===== config.mk =====
export PLATFORM = sky130hd
export DESIGN_NAME = conv_layer_cu
export DESIGN_NICKNAME = d
export VERILOG_FILES = /design/src/rtl/conv_layer_cu.sv
export SDC_FILE = /design/constraint.sdc
export NUM_CORES = 1
export LEC_CHECK = 0
export ABC_AREA = 0
export BUFFER_PORTS_ARGS = -buffer_cell sky130_fd_sc_hd__clkbuf_2
export CAP_MARGIN = 30
export CORE_UTILIZATION = 40
export CTS_BUF_LIST = sky130_fd_sc_hd__clkbuf_2
export DETAILED_ROUTE_END_ITERATION = 8
export HOLD_SLACK_MARGIN = 0.02
export PLACE_DENSITY = 0.62
export SLEW_MARGIN = 5
export SYNTH_ARGS = -nofsm -noshare
export SYNTH_HDL_FRONTEND = slang
export SYNTH_SLANG_ARGS = --single-unit

===== constraint.sdc =====
create_clock -name clk -period 2.4 [get_ports clk]
set_input_delay 0.48 -clock clk [delete_from_list [all_inputs] [get_ports clk]]
set_output_delay 0.48 -clock clk [all_outputs]
set_load 0.01 [all_outputs]

===== src/rtl/conv_layer_cu.sv =====
// conv_layer_cu: sequences weight load, input-map streaming and
// partial-sum writeback for one convolution layer.
module conv_layer_cu #(
  parameter int IFM_SIZE = 5,
  parameter int IFM_DEPTH = 16,
  parameter int KERNAL_SIZE = 5,
  parameter int NUMBER_OF_FILTERS = 120,
  parameter int NUMBER_OF_UNITS = 3,
  parameter int STRIDE = 1,
  parameter int PIPE_LAT = 2,
  localparam int GROUPS =
    (IFM_DEPTH + NUMBER_OF_UNITS - 1) / NUMBER_OF_UNITS,
  localparam int IFM_SIZE_NEXT =
    (IFM_SIZE - KERNAL_SIZE) / STRIDE + 1,
  localparam int KK = KERNAL_SIZE * KERNAL_SIZE,
  localparam int ONX =
    NUMBER_OF_FILTERS * IFM_SIZE_NEXT * IFM_SIZE_NEXT,
  localparam int ISZ2 = IFM_SIZE * IFM_SIZE,
  localparam int WMN = KK * GROUPS * NUMBER_OF_FILTERS,
  localparam int GW = (GROUPS > 1) ? $clog2(GROUPS) : 1,
  localparam int IAW = (ISZ2 > 1) ? $clog2(ISZ2) : 1,
  localparam int WAW = (WMN > 1) ? $clog2(WMN) : 1,
  localparam int BAW =
    (NUMBER_OF_FILTERS > 1) ? $clog2(NUMBER_OF_FILTERS) : 1,
  localparam int OAW = (ONX > 1) ? $clog2(ONX) : 1
) (
  input  logic           clk,
  input  logic           reset,
  input  logic           start_from_previous,
  input  logic           end_from_next,
  output logic           ready,
  output logic           end_to_previous,
  output logic           start_to_next,
  output logic [GW-1:0]  ifm_sel_previous,
  output logic           ifm_enable_read_current,
  output logic [IAW-1:0] ifm_address_read_current,
  output logic           wm_enable_read,
  output logic           wm_fifo_enable,
  output logic [WAW-1:0] wm_address_read_current,
  output logic           bm_enable_read,
  output logic [BAW-1:0] bm_address_read_current,
  output logic           fifo_enable,
  output logic           conv_enable,
  output logic           accu_enable,
  output logic           relu_enable,
  output logic           ifm_enable_read_next,
  output logic           ifm_enable_write_next,
  output logic [OAW-1:0] ifm_address_read_next,
  output logic [OAW-1:0] ifm_address_write_next,
  output logic           ifm_sel_next
);

  localparam int ISN2 = IFM_SIZE_NEXT * IFM_SIZE_NEXT;
  localparam int M1 = (KK > ISZ2) ? KK : ISZ2;
  localparam int MAXC = (M1 > PIPE_LAT + 1) ? M1 : PIPE_LAT + 1;
  localparam int CW = $clog2(MAXC + 1);
  localparam int RW = $clog2(IFM_SIZE + 1);

  localparam logic [CW-1:0] WL_END = CW'(KK - 1);
  localparam logic [CW-1:0] ST_END = CW'(ISZ2 - 1);
  localparam logic [CW-1:0] DR_END = CW'(PIPE_LAT);
  localparam logic [GW-1:0] G_LAST = GW'(GROUPS - 1);
  localparam logic [BAW-1:0] F_LAST = BAW'(NUMBER_OF_FILTERS - 1);
  localparam logic [RW-1:0] C_LAST = RW'(IFM_SIZE - 1);
  localparam logic [RW-1:0] K_M1 = RW'(KERNAL_SIZE - 1);
  localparam logic [OAW-1:0] OSTEP = OAW'(ISN2);

  localparam logic [2:0] S_IDLE   = 3'd0;
  localparam logic [2:0] S_WLOAD  = 3'd1;
  localparam logic [2:0] S_STREAM = 3'd2;
  localparam logic [2:0] S_DRAIN  = 3'd3;
  localparam logic [2:0] S_WAIT   = 3'd4;

  logic [2:0]     state;
  logic [CW-1:0]  cnt;
  logic [BAW-1:0] f;
  logic [GW-1:0]  g;
  logic [RW-1:0]  r, c;
  logic [WAW-1:0] wm_addr;
  logic [OAW-1:0] obase, k;
  logic           next_free, sel_next, fifo_q;
  logic           in_stream, last_px, hit;

  logic [PIPE_LAT:0] pv, prelu, ppart;
  logic [OAW-1:0]    pa [PIPE_LAT+1];

  assign in_stream = (state == S_STREAM);
  assign last_px = (cnt == ST_END);
  // odd stride never occurs beyond 1, so parity decides the 2-stride grid
  assign hit = in_stream && (r >= K_M1) && (c >= K_M1) &&
    (STRIDE == 1 || (r[0] == K_M1[0] && c[0] == K_M1[0]));

  always_ff @(posedge clk or negedge reset) begin
    if (!reset) begin
      state <= S_IDLE;
      cnt <= '0;
      f <= '0;
      g <= '0;
      r <= '0;
      c <= '0;
      wm_addr <= '0;
      obase <= '0;
      k <= '0;
    end else begin
      unique case (state)
        S_IDLE: if (start_from_previous) begin
          state <= S_WLOAD;
          cnt <= '0;
          f <= '0;
          g <= '0;
          wm_addr <= '0;
          obase <= '0;
          k <= '0;
        end
        S_WLOAD: begin
          wm_addr <= wm_addr + WAW'(1);
          if (cnt == WL_END) begin
            state <= S_STREAM;
            cnt <= '0;
            r <= '0;
            c <= '0;
          end else begin
            cnt <= cnt + CW'(1);
          end
        end
        S_STREAM: begin
          if (hit) k <= k + OAW'(1);
          if (c == C_LAST) begin
            c <= '0;
            r <= r + RW'(1);
          end else begin
            c <= c + RW'(1);
          end
          if (last_px) begin
            state <= S_DRAIN;
            cnt <= '0;
          end else begin
            cnt <= cnt + CW'(1);
          end
        end
        S_DRAIN: if (cnt == DR_END) begin
          cnt <= '0;
          k <= '0;
          if (g != G_LAST) begin
            g <= g + GW'(1);
            state <= S_WLOAD;
          end else if (f != F_LAST) begin
            g <= '0;
            f <= f + BAW'(1);
            obase <= obase + OSTEP;
            state <= S_WLOAD;
          end else begin
            g <= '0;
            f <= '0;
            state <= S_WAIT;
          end
        end else begin
          cnt <= cnt + CW'(1);
        end
        S_WAIT: if (start_to_next) state <= S_IDLE;
        default: state <= S_IDLE;
      endcase
    end
  end

  // pixel pipeline: stage 0 is conv, stage PIPE_LAT is writeback
  always_ff @(posedge clk or negedge reset) begin
    if (!reset) begin
      fifo_q <= 1'b0;
      pv <= '0;
      prelu <= '0;
      ppart <= '0;
      for (int i = 0; i <= PIPE_LAT; i++) pa[i] <= '0;
    end else begin
      fifo_q <= in_stream;
      pv <= {pv[PIPE_LAT-1:0], hit};
      prelu <= {prelu[PIPE_LAT-1:0], g == G_LAST};
      ppart <= {ppart[PIPE_LAT-1:0], g != '0};
      pa[0] <= obase + k;
      for (int i = 1; i <= PIPE_LAT; i++) pa[i] <= pa[i-1];
    end
  end

  // clear beats a simultaneous release from the next layer
  always_ff @(posedge clk or negedge reset) begin
    if (!reset) begin
      next_free <= 1'b1;
      sel_next <= 1'b0;
    end else if (start_to_next) begin
      next_free <= 1'b0;
      sel_next <= ~sel_next;
    end else if (end_from_next) begin
      next_free <= 1'b1;
    end
  end

  assign ready = (state == S_IDLE);
  assign start_to_next = (state == S_WAIT) &&
    (next_free || end_from_next);
  assign end_to_previous = in_stream && last_px &&
    (f == F_LAST) && (g == G_LAST);
  assign ifm_sel_previous = g;
  assign ifm_enable_read_current = in_stream;
  assign ifm_address_read_current = cnt[IAW-1:0];
  assign wm_enable_read = (state == S_WLOAD);
  assign wm_fifo_enable = (state == S_WLOAD);
  assign wm_address_read_current = wm_addr;
  assign bm_enable_read = (state == S_WLOAD) &&
    (cnt == '0) && (g == '0);
  assign bm_address_read_current = f;
  assign fifo_enable = fifo_q;
  assign conv_enable = pv[0];
  assign ifm_enable_write_next = pv[PIPE_LAT];
  assign accu_enable = pv[PIPE_LAT];
  assign relu_enable = pv[PIPE_LAT] & prelu[PIPE_LAT];
  assign ifm_address_write_next = pa[PIPE_LAT];
  assign ifm_enable_read_next = pv[PIPE_LAT-1] & ppart[PIPE_LAT-1];
  assign ifm_address_read_next = pa[PIPE_LAT-1];
  assign ifm_sel_next = sel_next;

endmodule

# [Yosys cells after proc, flatten, opt, wreduce, memory -nomap -nowiden]
# Index checks and enable logic that the tools add are counted.
# Widths: inputs -> output; s select.
[op_classes] n_addsub=9 magnitude_cmp=2 n_eq_ne=20 muxes=37 bitwise_logic=3 n_reduce_logical=29
[op_table] cell="$mux 7" n=9
[op_table] cell="$mux 3" n=13
[op_table] cell="$pmux 15 s2" n=1
[op_table] cell="$pmux 7 s2" n=2
[op_table] cell="$add 7x1->7 const B" n=3
[op_table] cell="$pmux 7 s3" n=1
[op_table] cell="$pmux 3 s2" n=3
[op_table] cell="$add 15x1->15 const B" n=1
[op_table] cell="$mux 15" n=1
[op_table] cell="$mux 5" n=3
[op_table] cell="$pmux 3 s5" n=1
[op_table] cell="$pmux 5 s3" n=1
[op_table] cell="$ne 2x2->1 const B" n=5
[op_table] cell="$reduce_and 5->1" n=2
[op_table] cell="$add 3x1->3 const B" n=3
[op_table] cell="$eq 3x3->1 const B" n=3
[op_table] cell="$reduce_bool 3->1" n=3
[op_table] cell="$logic_and 1x1->1" n=8
[op_table] cell="$ne 2x1->1 const B" n=4
[op_table] cell="$reduce_and 4->1" n=2
[op_table] cell="$reduce_bool 2->1" n=4
[op_table] cell="$add 7x7->7" n=1
[op_table] cell="$eq 7x7->1 const B" n=1
[op_table] cell="$ne 7x7->1 const B" n=1
[op_table] cell="other kinds (16)" n=24
[word_totals] regBits=85 input_bits=4 output_inout_bits=58 word_cells=118

# [Depth between registers and ports, before layout]
# Gate-level depths: netlist of run 1.
[logic_depth] depth_word=5 depth_mapped=8 mapped_depth_nobuf=7

# [Worst setup path after synthesis of run 1]
# No wires, ideal clock.
[synth_path] path_type="register to output" start="reg cnt[0] (netlist: ifm_address_read_current[0])" end="out bm_enable_read" t_arrival_ps=1528 required_ps=1920 path_slack_ps=392 path_stages_with_launch=5 path_buffers=0 cell_sequence="dfrtp_1 > inv_1 > ha_1 > or4b_2 > nor3_1"
[synth_via] elab_chain_cells=3
[synth_lines] element="start, declared" line_no="75" text="logic [CW-1:0] cnt;"
[synth_lines] element="start signal, assigned" line_no="123" text="cnt <= cnt + CW'(1);"
[synth_lines] element="start signal, assigned" line_no="138" text="cnt <= cnt + CW'(1);"
[synth_lines] element="start signal, assigned" line_no="158" text="cnt <= cnt + CW'(1);"
[synth_lines] element="$logic_not 5->1" line_no="209" text="(cnt == '0) && (g == '0);"
[synth_lines] element="$logic_and 1x1->1" line_no="208" text="assign bm_enable_read = (state == S_WLOAD) &&"
[synth_lines] element="$logic_and 1x1->1" line_no="209"
[synth_lines] element="end, declared" line_no="40" text="output logic bm_enable_read,"
# No other way between the ends.

# [Worst setup path after layout of run 1]
# Same ends and word-level chain as after synthesis.

==> impl_metrics.json, run 1 <==
{
  "p_per_area_nw_per_um2": 797.6,
  "die_h_um": 106.0,
  "wl_um": 9254,
  "synth-seq-area-share": 0.4920,
  "first_global_vias": 3147,
  "syn_inst": 415,
  "num_vias": 3339,
  "cpMaxStageDelayCell": "dfrtp_1",
  "synthFlopType": "dfrtp_1",
  "synth_seq_cells": 85,
  "grt_overflow": 0,
  "grt_pass1_wl_um": 15460,
  "row_count": 37,
  "cts_buffers": 9,
  "setup-violations-final": 1,
  "rsz0062_at_grt": "true",
  "dieArea_um2": 11230,
  "hold_viol_final": 0,
  "cp.required_ns": 1.92,
  "min_path_type": "primary input to register",
  "n_antenna_cell": 0,
  "cts_root_buffer": "clkbuf_2",
  "nNetsFinal": 505,
  "drt_iter0_drc": 219,
  "p_total_mw": 4.011,
  "dpl_worst_slack_ns": 0.3263,
  "crit_chain": "inv_2, ha_1, or4b_4, nor3_2, buf_2",
  "vdd_drop_max_mv": 0.4477,
  "synth-edff-count": 0,
  "syn_avg_cell_area_um2": 10.42,
  "synth_nets": 436,
  "io_pins": 62,
  "htreeDepth": 3,
  "clockBufferDepth": 2,
  "cts_tree": "built",
  "hpwlAfterDp_um": 6549,
  "tightest_slew_ns": 0.4669,
  "clock_sinks": 85,
  "cp_max_fo": 2,
  "cp-end-kind": "output port",
  "violations": "negative setup slack",
  "ant_nets": 0,
  "max_stage_delay_ns": 0.46,
  "synthDistinctLibCells": 61,
  "clkLatencyLatePin_ns": 0.55,
  "grt.total_usage": 0.1748,
  "status": "finished with violations",
  "cts.clk_slew.worst_paths_ns": 0.26,
  "antenna_found_initial": 0,
  "async_flop_share": 1.000,
  "syn2layout_area_growth_pct": 16.26,
  "maxCapViolCount": 0,
  "relSlewSlack": 0.6888,
  "start_util": 0.4153,
  "maxSlewViolCount": 0,
  "fp.dieW_um": 106.0,
  "final_layout_size_suffix_gt1_frac": 0.2863,
  "ys_warn_count": 0,
  "fin_ws_ns": -0.02334,
  "fin_crit_ns": 2.423,
  "max_clock_freq_ghz": 0.4127,
  "worstPathArrival_ns": 1.94,
  "critPathKind": "register to output port",
  "startpoint_type": "register",
  "worst_clock_skew_ns": 0.02000,
  "postPlaceCellArea_um2": 4725,
  "drc": 0,
  "grt_start_max_net_pins": 37,
  "via_per_inst": 5.342,
  "drtPass1Iterations": 4,
  "netlist_area_um2": 4325,
  "leakage_nw": 2.422,
  "core_area_um2": 10420,
  "wire_per_inst_um": 14.81,
  "period_share": 1.010,
  "gp_congestion": 0.7908,
  "design_area_um2": 5029,
  "io_buffer_count": 61
}
sequential cells by signal (all words and copies together), names as in the netlist, 5 cells and up:
signal / count
wm_address_read_current: 15
bm_address_read_current: 7
ifm_address_read_next: 7
ifm_address_write_next: 7
k: 7
obase: 7
pa: 7
ifm_address_read_current: 5
kinds of logic (layout without fill, tap and decap cells):
| group | Yosys count | after routing | share of synthesized area |
|---|---|---|---|
| simple gates | 148 | 148 | 0.1903 |
| compound gates | 96 | 96 | 0.1553 |
| flops | 85 | 85 | 0.4920 |
| buf+inv | 47 | 121 | 0.06132 |
| fa+ha+maj | 17 | 17 | 0.05091 |
| mux | 15 | 15 | 0.03587 |
| xor+xnor | 7 | 7 | 0.01417 |
critical path: cells and delay by family, from the launching register on:
family                   cells  cell delay, ns
buffers and inverters        2            0.21
adder cells (fa/ha/maj)      1            0.16
flip-flops                   1            0.46
AND/OR/NAND/NOR              2            0.56
final timing paths:
| kind | from | to | slack, ns | cells past startpoint |
|---|---|---|---|---|
| max in group asynchronous | reset | state[2] | 1.38 | 3 |
| min in group asynchronous | reset | wm_address_read_current[6] | 0.38 | 2 |
| worst max-delay path | ifm_address_read_current[0] | bm_enable_read | -0.02 | 5 |
| worst min register to register | pa[14] | ifm_address_read_next[0] | 0.38 | 0 |
| worst max register to register | ifm_address_read_current[1] | ifm_address_read_current[1] | 0.36 | 6 |
| worst min-delay path | end_from_next | next_free | 0.20 | 3 |
layer usage:
metal	global-route usage	wire [um]
met1	0.2371	4342
met2	0.2675	4326
met3	0.04292	431
met4	0.07143	154
met5	0	0
synth_stat cells (all sizes together) (5+ instances only):
cell type / n / share of area
a211oi: 7 / 0.013
a21o: 5 / 0.0087
a21oi: 11 / 0.013
a22o: 5 / 0.010
a31oi: 6 / 0.010
and3: 8 / 0.012
buf: 23 / 0.039
clkbuf: 5 / 0.0043
dfrtp: 84 / 0.49
ha: 16 / 0.046
inv: 18 / 0.016
mux2i: 11 / 0.025
nand2: 43 / 0.037
nand2b: 8 / 0.012
nand3: 15 / 0.019
nand4: 5 / 0.0087
nor2: 23 / 0.020
nor2b: 5 / 0.0072
nor3: 10 / 0.012
o211ai: 7 / 0.013
o21ai: 25 / 0.029
o31ai: 12 / 0.021
power breakdown:
part | leakage (nW) | switching (mW) | internal, mW | total [mW]
logic | 1.19 | 0.810 | 0.567 | 1.38
clock network | 0.0789 | 0.561 | 0.272 | 0.833
registers | 1.16 | 0.193 | 1.61 | 1.80
total | 2.42 | 1.56 | 2.45 | 4.01
layout by cell type, fill, tap and decap left out, types with 5 or more instances in the layout:
master	Yosys	layout
inv_1	18	17
nand3_1	14	13
dfrtp_1	84	79
mux2i_1	11	11
and3_1	8	7
a31oi_1	5	5
buf_4	17	24
o31ai_1	12	12
a21o_1	5	5
a211oi_1	6	6
o211ai_1	6	6
a21oi_1	11	11
nand2b_1	8	8
o21ai_0	25	25
a22o_1	5	5
nor2_1	23	22
dfrtp_2	0	5
nor3_1	10	7
clkbuf_2	0	67
nand2_1	43	43
ha_1	16	15
per-stage QoR:
step	util	instances	TNS (ns)	hold slack, ns
floorplan	-	415	0	0.1844
global placement	0.4536	597	0	0.3319
detailed placement	0.4536	597	0	0.3358
CTS	0.4753	620	-0.1002	0.1388
global route	0.4828	625	-0.2328	0.1633
finish	0.4828	625	-0.02334	0.1993
repair_timing:
action	4_1_cts	5_1_grt
endpoints found under the setup margin	5	7
gates resized for setup	13	11
hold endpoints to repair	28	0
setup buffers	6	5
pin swaps	0	2
hold buffers	1	0
cell type report:
| cell class | instances | area [um^2] |
|---|---|---|
| flip-flops and latches | 85 | 2135 |
| inverters | 19 | 76.32 |
| multi-input cells | 283 | 2003 |
| well taps | 136 | 170.2 |
| repair buffers | 86 | 510.5 |
| fillers | 978 | 5388 |
| clock inverters | 7 | 88.84 |
| clock buffers | 9 | 45.04 |
Note: power is estimated with default switching activity, not from simulation.
==> run 2, diff against run 1 <==
--- a/config.mk
+++ b/config.mk
@@ -11,6 +11,7 @@
 export CORE_UTILIZATION = 40
 export CTS_BUF_LIST = sky130_fd_sc_hd__clkbuf_2
 export DETAILED_ROUTE_END_ITERATION = 8
+export GPL_TIMING_DRIVEN = 0
 export HOLD_SLACK_MARGIN = 0.02
 export PLACE_DENSITY = 0.62
 export SLEW_MARGIN = 5
==> constraint.sdc (replaced) <==
create_clock -name clk -period 2.4 [get_ports clk]
set_input_delay 0.12 -clock clk [delete_from_list [all_inputs] [get_ports clk]]
set_output_delay 0.12 -clock clk [all_outputs]
set_load 0.01 [all_outputs]
==> run 2 against run 1 <==
Compared with the run above:
- largest cell class unchanged
- cell area decreased by 0.35%
- the run now ends clean
- final cell count grew 1.3%
- sequential cell count did not move
- clock power fell by 3.8%
- combinational power about the same
- worst hold slack worse by 0.12 ns
- largest power group unchanged
- utilization is 0.17 points lower
==> impl_metrics.json, run 2 (same netlist as run 1, synthesis figures left out) <==
{
  "syn2layout_area_growth_pct": 15.85,
  "wire_per_inst_um": 13.92,
  "nNetsFinal": 513,
  "critPathKind": "register to output port",
  "dpl_worst_slack_ns": 0.2266,
  "grt_pass1_wl_um": 14810,
  "clock_sinks": 85,
  "maxSlewViolCount": 0,
  "first_global_vias": 3044,
  "wl_um": 8809,
  "max_clock_freq_ghz": 0.4380,
  "intPower_mw": 2.420,
  "cp.required_ns": 2.28,
  "p_sw_frac": 0.3849,
  "relSlewSlack": 0.4444,
  "period_share": 0.9512,
  "drtPass1Iterations": 4,
  "grt.total_usage": 0.1693,
  "num_vias": 3302,
  "worst_clock_skew_ns": 0.02249,
  "vdd_drop_max_mv": 0.4494,
  "die_h_um": 106.0,
  "startpoint_type": "register",
  "worstPathArrival_ns": 2.16,
  "final_layout_size_suffix_gt1_frac": 0.2575,
  "n_antenna_cell": 0,
  "maxCapViolCount": 0,
  "via_per_inst": 5.216,
  "gp_congestion": 0.7766,
  "p_switching_mw": 1.514,
  "min_path_type": "primary input to async pin",
  "power_frac_comb": 0.347,
  "cp_max_fo": 2,
  "io_buffer_count": 61,
  "status": "finished, final reports clean",
  "final_cell_mix": "dfrtp_1 (84), clkbuf_2 (69), nand2_1 (43)",
  "clockPowerShare": 0.204,
  "tightest_slew_ns": 0.8258,
  "clockBufferDepth": 2,
  "hpwlAfterDp_um": 6237,
  "drt_iter0_drc": 155,
  "cts_tree": "built",
  "start_util": 0.4153,
  "grt_overflow": 0,
  "p_per_area_nw_per_um2": 784.9,
  "leakage_nw": 2.461,
  "antenna_found_initial": 0,
  "cts_root_buffer": "clkbuf_2",
  "seqPwrFrac": 0.449,
  "fin_ws_ns": 0.1171,
  "cp-end-kind": "output port",
  "htreeDepth": 3,
  "largest_reg_flops": 15,
  "hold_viol_final": 0,
  "instances_no_fill": 633,
  "fp.dieW_um": 106.0,
  "fill_cells": 989,
  "grt_start_max_net_pins": 48,
  "cts.clk_slew.worst_paths_ns": 0.26,
  "clkLatencyLatePin_ns": 0.56,
  "dp_cells": 613,
  "io_pins": 62,
  "p_total_mw": 3.933,
  "setup-violations-final": 0,
  "final_common_cell": "dfrtp_1",
  "cts_buffers": 9,
  "ant_nets": 0,
  "drc": 0,
  "fin_crit_ns": 2.283,
  "dieArea_um2": 11230,
  "row_count": 37,
  "core_area_um2": 10420
}
-- run 2: timing repair --
| action | 4_1_cts | 5_1_grt |
|---|---|---|
| hold buffers | 3 | 0 |
| buffers inserted | 2 | 1 |
| resized for setup | 0 | 2 |
| hold endpoints to repair | 91 | 0 |
| endpoints found under the setup margin | 1 | 4 |
-- run 2: per-layer routing --
layer / wire, um / up-vias / track usage
met2: 3984 / 72 / 0.2633
li1: - / 1648 / -
met1: 4355 / 1571 / 0.2241
met5: 0 / - / 0
met4: 129 / 0 / 0.07044
met3: 339 / 11 / 0.04414
-- run 2: worst max-delay path, cell delays in order (launching register included) --
cell      delay (ns)
dfrtp_1         0.45
inv_1           0.08
ha_1            0.16
or4b_2          0.61
nor3_2          0.14
clkbuf_2        0.16
-- run 2: area by class of cell --
class	count	area, um^2	area share
Buffer	26	181.4	0.03620
Clock inverter	7	80.08	0.01598
Clock buffer	9	45.04	0.008989
Multi-Input combinational cell	283	1942	0.3875
Tap cell	136	170.2	0.03396
Timing Repair Buffer	68	387.9	0.07740
Sequential cell	85	2128	0.4247
Inverter	19	76.32	0.01523
-- run 2: final timing paths --
| kind | startpoint | endpoint | slack [ns] | cells past startpoint |
|---|---|---|---|---|
| worst min-delay path | reset | ifm_sel_previous[2] | 0.08 | 2 |
| worst min register to register | pa[15] | ifm_address_read_next[1] | 0.38 | 0 |
| worst max-delay path | ifm_address_read_current[0] | bm_enable_read | 0.12 | 5 |
| min in group clk | end_from_next | next_free | 0.37 | 4 |
| max in group asynchronous | reset | obase[1] | 1.69 | 3 |
| worst max register to register | ifm_address_read_current[1] | k[4] | 0.21 | 6 |
-- run 2: power by group through the flow --
stage          logic (mW)  clock network (mW)  registers, mW
3_5_place_dp         1.30                   0           1.81
3_3_place_gp         1.27                   0           1.80
5_1_grt              1.52               0.890           1.79
6_report             1.37               0.801           1.77
4_1_cts              1.35               0.835           1.77
2_1_floorplan       0.855                   0           1.83
-- run 2: per-stage QoR --
stage	setup TNS [ns]	cell area [um^2]	util	hold WS [ns]
after floorplan	0	4325	-	-0.1756
after global placement	0	4801	0.4609	0.3325
after detailed placement	0	4831	0.4638	0.1888
after CTS	0	5001	0.4801	0.03666
after global routing	-0.006137	5011	0.4811	0.06569
final	0	5011	0.4811	0.08081
==> run 3, diff against run 2 <==
--- a/config.mk
+++ b/config.mk
@@ -13,7 +13,6 @@
 export DETAILED_ROUTE_END_ITERATION = 8
 export GPL_TIMING_DRIVEN = 0
 export HOLD_SLACK_MARGIN = 0.02
-export PLACE_DENSITY = 0.62
 export SLEW_MARGIN = 5
 export SYNTH_ARGS = -nofsm -noshare
 export SYNTH_HDL_FRONTEND = slang
==> constraint.sdc (replaced) <==
create_clock -name clk -period 2.4 [get_ports clk]
set_input_delay 0.12 -clock clk [delete_from_list [all_inputs] [get_ports clk]]
set_output_delay 0.12 -clock clk [all_outputs]
set_load 0.05 [all_outputs]
==> run 3 against run 2 <==
Compared with the run above:
- sequential power about the same
- setup slack worse by 0.077 ns
- sequential share of layout area up 0.16 points
- sequential cell count unchanged
- clock skew up 0.017 ns
- cell area down 0.32%
- non-clock buffer count down 2
- critical endpoint unchanged
- largest cell class unchanged
==> impl_metrics.json, run 3 (same netlist as run 1, synthesis figures left out) <==
{
  "clockPowerShare": 0.155,
  "htreeDepth": 3,
  "row_count": 37,
  "rsz0062_at_grt": "true",
  "cp-end-kind": "output port",
  "r2r_cells": 6,
  "largest_reg_flops": 15,
  "status": "finished, final reports clean",
  "cts.clk_slew.worst_paths_ns": 0.26,
  "io_pins": 62,
  "tightest_slew_ns": 0.8678,
  "io_buffer_count": 61,
  "maxCapViolCount": 0,
  "r2r_end": "obase[6]",
  "ant_nets": 0,
  "wl_um": 9108,
  "num_vias": 3338,
  "seqPwrFrac": 0.416,
  "hpwlAfterDp_um": 6452,
  "dieArea_um2": 11230,
  "wire_per_inst_um": 14.43,
  "p_switching_mw": 1.982,
  "highest_layer": "met4",
  "wl_met3_um": 403,
  "rrSetupSlack_ns": 0.19,
  "met2_wirelength_um": 4097,
  "via_per_inst": 5.290,
  "vdd_drop_max_mv": 0.6471,
  "grt_start_max_net_pins": 46,
  "hold_ws_ns": 0.1179,
  "final_common_cell": "dfrtp_1",
  "r2r_start": "ifm_address_read_current[0]",
  "syn2layout_area_growth_pct": 15.48,
  "cp.required_ns": 2.28,
  "clockBufferDepth": 2,
  "maxSlewViolCount": 0,
  "hold_viol_final": 0,
  "first_global_vias": 3153,
  "clock_sinks": 85,
  "drtPass1Iterations": 4,
  "fp.dieW_um": 106.0,
  "drt_iter0_drc": 163,
  "relSlewSlack": 0.4162,
  "nNetsFinal": 511,
  "critPathKind": "register to output port",
  "intPower_mw": 2.310,
  "grt.total_usage": 0.1747,
  "core_area_um2": 10420,
  "final_cell_mix": "dfrtp_1 (83), clkbuf_2 (65), nand2_1 (43)",
  "p_sw_frac": 0.4618,
  "grt_overflow": 0,
  "min_path_type": "primary input to async pin",
  "p_total_mw": 4.293,
  "leakage_nw": 2.428,
  "cts_root_buffer": "clkbuf_2",
  "power_frac_comb": 0.430,
  "gp_congestion": 0.7749,
  "design_area_um2": 4995,
  "drc": 0,
  "fin_crit_ns": 2.360,
  "startpoint_type": "register",
  "period_share": 0.9833,
  "die_h_um": 106.0,
  "final_layout_size_suffix_gt1_frac": 0.2626,
  "postPlaceCellArea_um2": 4838,
  "final_core_utilization": 0.4795,
  "n_antenna_cell": 0,
  "antenna_found_initial": 0,
  "cts_buffers": 9,
  "setup-violations-final": 0,
  "cp_max_fo": 6,
  "p_per_area_nw_per_um2": 859.4,
  "worst_clock_skew_ns": 0.03943,
  "clkLatencyLatePin_ns": 0.55,
  "start_util": 0.4153,
  "grt_pass1_wl_um": 15500,
  "worstPathArrival_ns": 2.24,
  "cts_tree": "built",
  "max_clock_freq_ghz": 0.4237,
  "wl_met1_um": 4505
}
run 3: changes by cell type in the layout (fill, tap and decap cells not counted), moves of 2 or more:
cell        delta
nor3_1         -2
buf_4          -2
clkbuf_2       -4
clkbuf_4       +3
clkinvlp_4     +2
run 3: final cells by class:
class	count	area [um^2]
plain buffers	26	181.4
clock buffers	9	45.04
clock inverters	7	50.05
fillers	990	5421
inverters	19	76.32
multi-input cells	283	1959
flip-flops and latches	85	2130
well taps	136	170.2
repair buffers	66	382.9
run 3: what timing repair did:
item | CTS | global route
hold endpoints to repair | 49 | 0
buffers inserted | 0 | 1
resized for setup | 2 | 11
hold buffers | 3 | 0
setup endpoints to repair | 2 | 8
gates cloned | 0 | 0
run 3: worst max-delay path by stage:
stage | end | start | cells past startpoint
2_1_floorplan | bm_enable_read | ifm_address_read_current[0] | 4
3_3_place_gp | ifm_address_write_next[5] | reset | 1
3_5_place_dp | obase[6] | ifm_address_read_current[0] | 6
4_1_cts | bm_enable_read | ifm_address_read_current[0] | 5
5_1_grt | bm_enable_read | ifm_address_read_current[1] | 5
6_report | bm_enable_read | ifm_address_read_current[1] | 5
run 3: metrics by stage:
stage	cells	TNS (ns)	setup slack, ns
after global routing	631	-0.09411	-0.09411
after CTS	631	-0.03080	-0.03080
after floorplan	415	0	0.1684
after detailed placement	613	0	0.2031
after global placement	612	0	0.2205
final	631	0	0.04009
run 3: per-layer routing:
| layer | vias to the layer above | track usage |
|---|---|---|
| met4 | 0 | 0.05357 |
| met3 | 8 | 0.04047 |
| met2 | 76 | 0.2694 |
| met1 | 1617 | 0.2442 |
| li1 | 1637 | - |
| met5 | - | 0 |
run 3: power by group through the flow:
stage | sequential (mW) | clock [mW] | combinational [mW]
3_5_place_dp | 1.82 | 0 | 1.78
2_1_floorplan | 2.13 | 0 | 1.03
3_3_place_gp | 1.81 | 0 | 1.74
6_report | 1.78 | 0.664 | 1.84
5_1_grt | 1.82 | 0.750 | 2.01
4_1_cts | 1.79 | 0.692 | 1.80
run 3: worst max-delay path: stages (launching register included):
cell and delay [ns]:
dfrtp_1 0.49, inv_1 0.08, ha_1 0.15, or4b_2 0.62, nor3_4 0.17, buf_8 0.17
